<file path="src/rtl/div.sv">
// div: multi-cycle radix-2 restoring divider for DIV/DIVU issued by EX.
// Produces one quotient bit per cycle and returns {remainder, quotient}
// (hi = remainder, lo = quotient). EX holds start_i until it has consumed
// ready_o; the result stays stable while start_i remains high.
//
// Optional feature: define DIV_SIGNED_EN to honour signed_div_i (DIV).
// Without it every division is unsigned and no sign-fixup logic is built.
//
// Ports:
//   clk          clock, all state changes on the rising edge
//   rst          asynchronous active-low reset
//   signed_div_i 1 = signed (DIV), 0 = unsigned (DIVU); sampled at start
//   opdata1_i    dividend; sampled at start
//   opdata2_i    divisor; sampled at start
//   start_i      request, held high by EX until the result is consumed
//   annul_i      abort an in-flight division (pipeline flush)
//   result_o     {remainder, quotient}
//   ready_o      result valid
module div #(
    parameter int unsigned DIV_W = 32
) (
    input  logic                 clk,
    input  logic                 rst,
    input  logic                 signed_div_i,
    input  logic [DIV_W-1:0]     opdata1_i,
    input  logic [DIV_W-1:0]     opdata2_i,
    input  logic                 start_i,
    input  logic                 annul_i,
    output logic [2*DIV_W-1:0]   result_o,
    output logic                 ready_o
);

    localparam int unsigned CNT_W = $clog2(DIV_W + 1);
    localparam int unsigned RES_W = 2 * DIV_W;

    typedef enum logic [1:0] {
        FREE   = 2'd0,
        BYZERO = 2'd1,
        ON     = 2'd2,
        END    = 2'd3
    } state_t;

    state_t             state_q, state_d;
    logic [CNT_W-1:0]   cnt_q, cnt_d;
    logic [DIV_W-1:0]   rem_q, rem_d;       // partial remainder
    logic [DIV_W-1:0]   dvd_q, dvd_d;       // dividend shifting out, quotient shifting in
    logic [DIV_W-1:0]   dvs_q, dvs_d;       // divisor magnitude
    logic [RES_W-1:0]   result_q, result_d;
    logic               ready_q, ready_d;

    // Operand magnitudes and final result selection
    logic [DIV_W-1:0]   op1_abs;
    logic [DIV_W-1:0]   op2_abs;
    logic [DIV_W-1:0]   quo_fix;
    logic [DIV_W-1:0]   rem_fix;

`ifdef DIV_SIGNED_EN
    logic               op1_neg;
    logic               op2_neg;
    logic               neg_rem_q, neg_rem_d;   // dividend was negative
    logic               neg_quo_q, neg_quo_d;   // operand signs differ

    assign op1_neg = signed_div_i & opdata1_i[DIV_W-1];
    assign op2_neg = signed_div_i & opdata2_i[DIV_W-1];
    assign op1_abs = op1_neg ? DIV_W'(-opdata1_i) : opdata1_i;
    assign op2_abs = op2_neg ? DIV_W'(-opdata2_i) : opdata2_i;
    assign quo_fix = neg_quo_q ? DIV_W'(-dvd_q) : dvd_q;
    assign rem_fix = neg_rem_q ? DIV_W'(-rem_q) : rem_q;
`else
    logic               unused_signed;

    assign unused_signed = signed_div_i;
    assign op1_abs       = opdata1_i;
    assign op2_abs       = opdata2_i;
    assign quo_fix       = dvd_q;
    assign rem_fix       = rem_q;
`endif

    // One restoring step: shift in the next dividend bit and trial-subtract.
    // The remainder is always below the divisor, so the shifted value fits in
    // DIV_W+1 bits and the difference's top bit is a reliable borrow flag.
    logic [DIV_W:0]     shifted;
    logic [DIV_W:0]     diff;

    assign shifted = {rem_q, dvd_q[DIV_W-1]};
    assign diff    = shifted - {1'b0, dvs_q};

    // State register
    always_ff @(posedge clk or negedge rst) begin
        if (!rst) begin
            state_q <= FREE;
        end else begin
            state_q <= state_d;
        end
    end

    // Next-state, datapath and output logic
    always_comb begin
        state_d   = state_q;
        cnt_d     = cnt_q;
        rem_d     = rem_q;
        dvd_d     = dvd_q;
        dvs_d     = dvs_q;
        result_d  = result_q;
        ready_d   = ready_q;
`ifdef DIV_SIGNED_EN
        neg_rem_d = neg_rem_q;
        neg_quo_d = neg_quo_q;
`endif

        case (state_q)
            FREE: begin
                ready_d  = 1'b0;
                result_d = '0;
                if (start_i && !annul_i) begin
                    if (opdata2_i == '0) begin
                        state_d = BYZERO;
                    end else begin
                        state_d = ON;
                        cnt_d   = '0;
                        rem_d   = '0;
                        dvd_d   = op1_abs;
                        dvs_d   = op2_abs;
`ifdef DIV_SIGNED_EN
                        neg_rem_d = op1_neg;
                        neg_quo_d = op1_neg ^ op2_neg;
`endif
                    end
                end
            end

            BYZERO: begin
                state_d  = END;
                result_d = '0;
                ready_d  = 1'b1;
            end

            ON: begin
                if (annul_i) begin
                    state_d  = FREE;
                    ready_d  = 1'b0;
                    result_d = '0;
                end else if (cnt_q == CNT_W'(DIV_W)) begin
                    state_d  = END;
                    ready_d  = 1'b1;
                    result_d = {rem_fix, quo_fix};
                end else begin
                    rem_d = diff[DIV_W] ? shifted[DIV_W-1:0] : diff[DIV_W-1:0];
                    dvd_d = {dvd_q[DIV_W-2:0], ~diff[DIV_W]};
                    cnt_d = cnt_q + CNT_W'(1);
                end
            end

            END: begin
                ready_d = 1'b1;
                if (!start_i) begin
                    state_d  = FREE;
                    ready_d  = 1'b0;
                    result_d = '0;
                end
            end

            default: begin
                state_d  = FREE;
                ready_d  = 1'b0;
                result_d = '0;
            end
        endcase
    end

    // Datapath and output registers
    always_ff @(posedge clk or negedge rst) begin
        if (!rst) begin
            cnt_q    <= '0;
            rem_q    <= '0;
            dvd_q    <= '0;
            dvs_q    <= '0;
            result_q <= '0;
            ready_q  <= 1'b0;
        end else begin
            cnt_q    <= cnt_d;
            rem_q    <= rem_d;
            dvd_q    <= dvd_d;
            dvs_q    <= dvs_d;
            result_q <= result_d;
            ready_q  <= ready_d;
        end
    end

`ifdef DIV_SIGNED_EN
    // Sign flags captured at start for the final fixup
    always_ff @(posedge clk or negedge rst) begin
        if (!rst) begin
            neg_rem_q <= 1'b0;
            neg_quo_q <= 1'b0;
        end else begin
            neg_rem_q <= neg_rem_d;
            neg_quo_q <= neg_quo_d;
        end
    end
`endif

    assign result_o = result_q;
    assign ready_o  = ready_q;

endmodule

</file>
<file path="config.mk">
export PLATFORM = sky130hd
export DESIGN_NAME = div
export DESIGN_NICKNAME = d
export VERILOG_FILES = /design/src/rtl/div.sv
export SDC_FILE = /design/constraint.sdc
export NUM_CORES = 1
export LEC_CHECK = 0
export CORE_MARGIN = 4
export CORE_UTILIZATION = 43
export CTS_BUF_LIST = sky130_fd_sc_hd__clkbuf_16
export CTS_CLUSTER_DIAMETER = 40
export DETAILED_ROUTE_END_ITERATION = 6
export PLACE_DENSITY = 0.66
export SLEW_MARGIN = 20
export SYNTH_ARGS = -nofsm -noshare
export SYNTH_HDL_FRONTEND = slang
export SYNTH_SLANG_ARGS = --single-unit
</file>
<file path="constraint.sdc">
create_clock -name clk -period 3.6 [get_ports clk]
set_input_delay 0.54 -clock clk [delete_from_list [all_inputs] [get_ports clk]]
set_output_delay 0.54 -clock clk [all_outputs]
set_load 0.005 [all_outputs]
</file>
==> run summary <==
Yosys reg bits: 169
Crit start category: register
Inserted Clock Buffers: 17
DR pass1 iterations: 5
Via count: 7665
Fillcell total: 1908
Final setup violating endpoints: 0
Yosys top cell by area: dfrtp_1
Post-route cell area: 11300 sq um
Clock Root Buffer: clkbuf_16
Max Root-Sink Buffers: 2
Synth warnings: 0
CTS tree: yes
Data required, critical path: 3930 ps
Vias in the first global route: 7534
Delay-heaviest family, CP: compound AO/OA/AOI/OAI gates
Crit-path cells: inv_1 > ha_1 > inv_1 > fa_1 > a211oi_1 > o21a_1 > o21ai_2 > o21ai_4 > o211ai_2 > xor2_1 > buf_4 > nand4_1 > o21ai_0
Hold Path Class: input port to asynchronous set/reset pin
Site Rows: 52
RSZ-0062 raised after global routing: false
Distinct cells, synth: 65
Avg Cell Area, Syn: 8.77 sq um
Die Span Y: 153 um
Cts repair resizes: 0
Share of post-route cells with drive strength above 1: 5.81%
Routability cong.: 0.868
Setup_tns: 0 ps
Post-synth EDFFs: 0
Crit end category: register
Met2 Resource Use GR: 32.1%
Hold_ws: 177 ps
Most Crowded Layer GR: met2
Die area: 23500 sq um
Final Power: 9240 uW
Area grow syn2layout: 24.1%
Detailed Route Iter0 Violations: 389
Met1 usage: 27.2%
Hold_buf cts: 0
Most common cell in the synthesized netlist: nand2_1
Register area share after synthesis: 46.6%
CP peak stage delay: 430 ps
Syn Inst Count: 1035
Final setup skew: 10.6 ps
Setup CP Type: register to register
Least-Margin Pin Slew: 905 ps
IO Pins: 134
Pwr Density: 821 nW/um^2
M3 GR Usage: 3.39%
Port-buffer cells: 132
Placed Area: 10700 sq um
Area share of the largest cell type after synthesis: 46.6%
Leakage: 0.00492 uW
Max_cap viols: 0
CTS H-Tree Depth: 4
Area contributors post-synth: dfrtp_1, nand2_1, o21ai_0, ha_1, mux2i_1
Relative slew margins: 39.7%
Final WL: 22800 um
Commonest cells post-synth: nand2_1, dfrtp_1, o21ai_0
Async SR Flop Fraction: 100%
Status: completed
Max Fclk: 0.307 GHz
Final HPWL DP: 15700 um
Critical Path Slowest Stage Cell: fa_1
Initial antenna violation count: 0
Cell Area, Synth: 9070 sq um
Ratio of final minimum period to clock period: 90.6%
Via-to-Cell Ratio: 5.39
Largest net degree at the start of global routing: 129
Clock Latency Late Sink: 430 ps
Worst VDD drop: 0.480 mV
DRC: 0
Final core area utilization: 54.9%
NumNets Final: 1244
N_diodes: 0
First-pass GRT wire length: 38600 um
Die X: 153 um
Crit path max fanout: 7
Top FF cell, synth: dfrtp_1
Hold Fails Final Rpt: 0
Critical Path AT: 3590 ps
Post-CTS setup buffer count: 0
Pins Over Slew Limit: 0
WP buf/inv: 3
Final ANT Viol Nets: 0
Total track usage: 19.7%
Min Clock Period, post-route: 3260 ps
Register clock-pin slew on the reported worst setup and hold paths: 70 ps
Avg WL per Cell: 16.0 um
Total congestion overflow: 0
Starting Density: 44.3%
Clk sink count: 169
Top cell by count, worst path: inv_1
Syn_nets: 1139
Core Area: 20500 sq um
==> registers in the layout (all words and copies together), names as in the netlist <==
name	cells
ready_o	1
result_o	64
rem_fix	32
state_q	2
dvs_q	32
dvd_q	32
cnt_q	6
==> where the power goes <==
| group | leakage, uW | switching, uW | total, uW | internal [uW] |
|---|---|---|---|---|
| clock network | 0.000265 | 815 | 1710 | 896 |
| logic | 0.00243 | 2730 | 4640 | 1910 |
| registers | 0.00223 | 403 | 2890 | 2480 |
==> cells by family after synthesis <==
family                   synth area share, %
AND/OR/NAND/NOR                         18.8
XOR/XNOR                                2.69
multiplexers                            2.65
buffers and inverters                   5.03
adder cells (fa/ha/maj)                 4.91
AO/OA/AOI/OAI                           19.4
flip-flops                              46.6
==> cells in the final DEF, fill, tap and decap left out, types with 3 or more instances in the layout <==
cell type	netlist	routed
a21oi_1	28	28
a22oi_1	5	5
nand3_1	45	45
buf_12	0	5
o311ai_0	7	7
inv_6	0	4
o31ai_1	3	3
nand2_1	250	248
xor2_1	13	13
clkbuf_16	0	17
nor3_1	10	9
o211ai_1	5	5
clkdlybuf4s50_1	0	131
a21o_1	11	11
and3_1	7	7
or3_1	4	4
o22ai_1	3	3
o21ai_0	137	137
a32oi_1	9	9
nand4_1	6	6
nor2_1	34	33
a211oi_1	4	4
inv_1	46	46
o311ai_1	10	10
a221o_1	12	12
xnor2_1	13	13
a31oi_1	4	4
mux2i_1	24	24
nand3b_1	3	3
buf_4	0	15
nor2b_1	3	3
ha_1	34	34
clkinv_1	0	3
nand2b_1	8	8
nor4_1	12	11
clkinv_4	0	4
dfrtp_1	169	169
o21bai_1	7	7
o2111ai_1	3	3
o21a_1	3	3
==> final timing paths <==
check | from | to | slack, ps | cells after the start
worst max-delay path | dvd_q[31] | rem_fix[26] | 340 | 13
worst min-delay path | rst | result_o[3] | 180 | 1
worst max register to register | dvd_q[31] | rem_fix[26] | 340 | 13
worst min register to register | result_o[35] | result_o[35] | 480 | 2
max in group asynchronous | rst | dvs_q[12] | 2440 | 2
min in group clk | result_o[35] | result_o[35] | 480 | 2
==> cell type report <==
cell class | count | area [sq um] | area share (%)
Clock buffer | 17 | 425 | 3.78
Tap cell | 270 | 338 | 3.00
Sequential cell | 169 | 4230 | 37.6
Multi-Input combinational cell | 754 | 4440 | 39.5
Timing Repair Buffer | 152 | 1540 | 13.6
Clock inverter | 15 | 116 | 1.03
Inverter | 46 | 173 | 1.53
==> worst register-to-register path: stages (launching register included) <==
cell	delay, ps
dfrtp_1	400
inv_1	80
ha_1	160
inv_1	50
fa_1	430
a211oi_1	320
o21a_1	200
o21ai_2	130
o21ai_4	250
o211ai_2	190
xor2_1	410
buf_4	260
nand4_1	100
o21ai_0	200
==> layer usage <==
layer / share of wire, % / wire length (um)
met3: 3.6 / 823
met2: 47 / 10800
met5: 0 / 0
met4: 1.5 / 344
met1: 47 / 10800
==> through the flow <==
stage               std cells  worst slack, ps
global placement         1391              414
CTS                      1423              317
finish                   1423              340
floorplan                1035              875
detailed placement       1391              381
global route             1423             94.3
(Power assumes the default switching activity.)
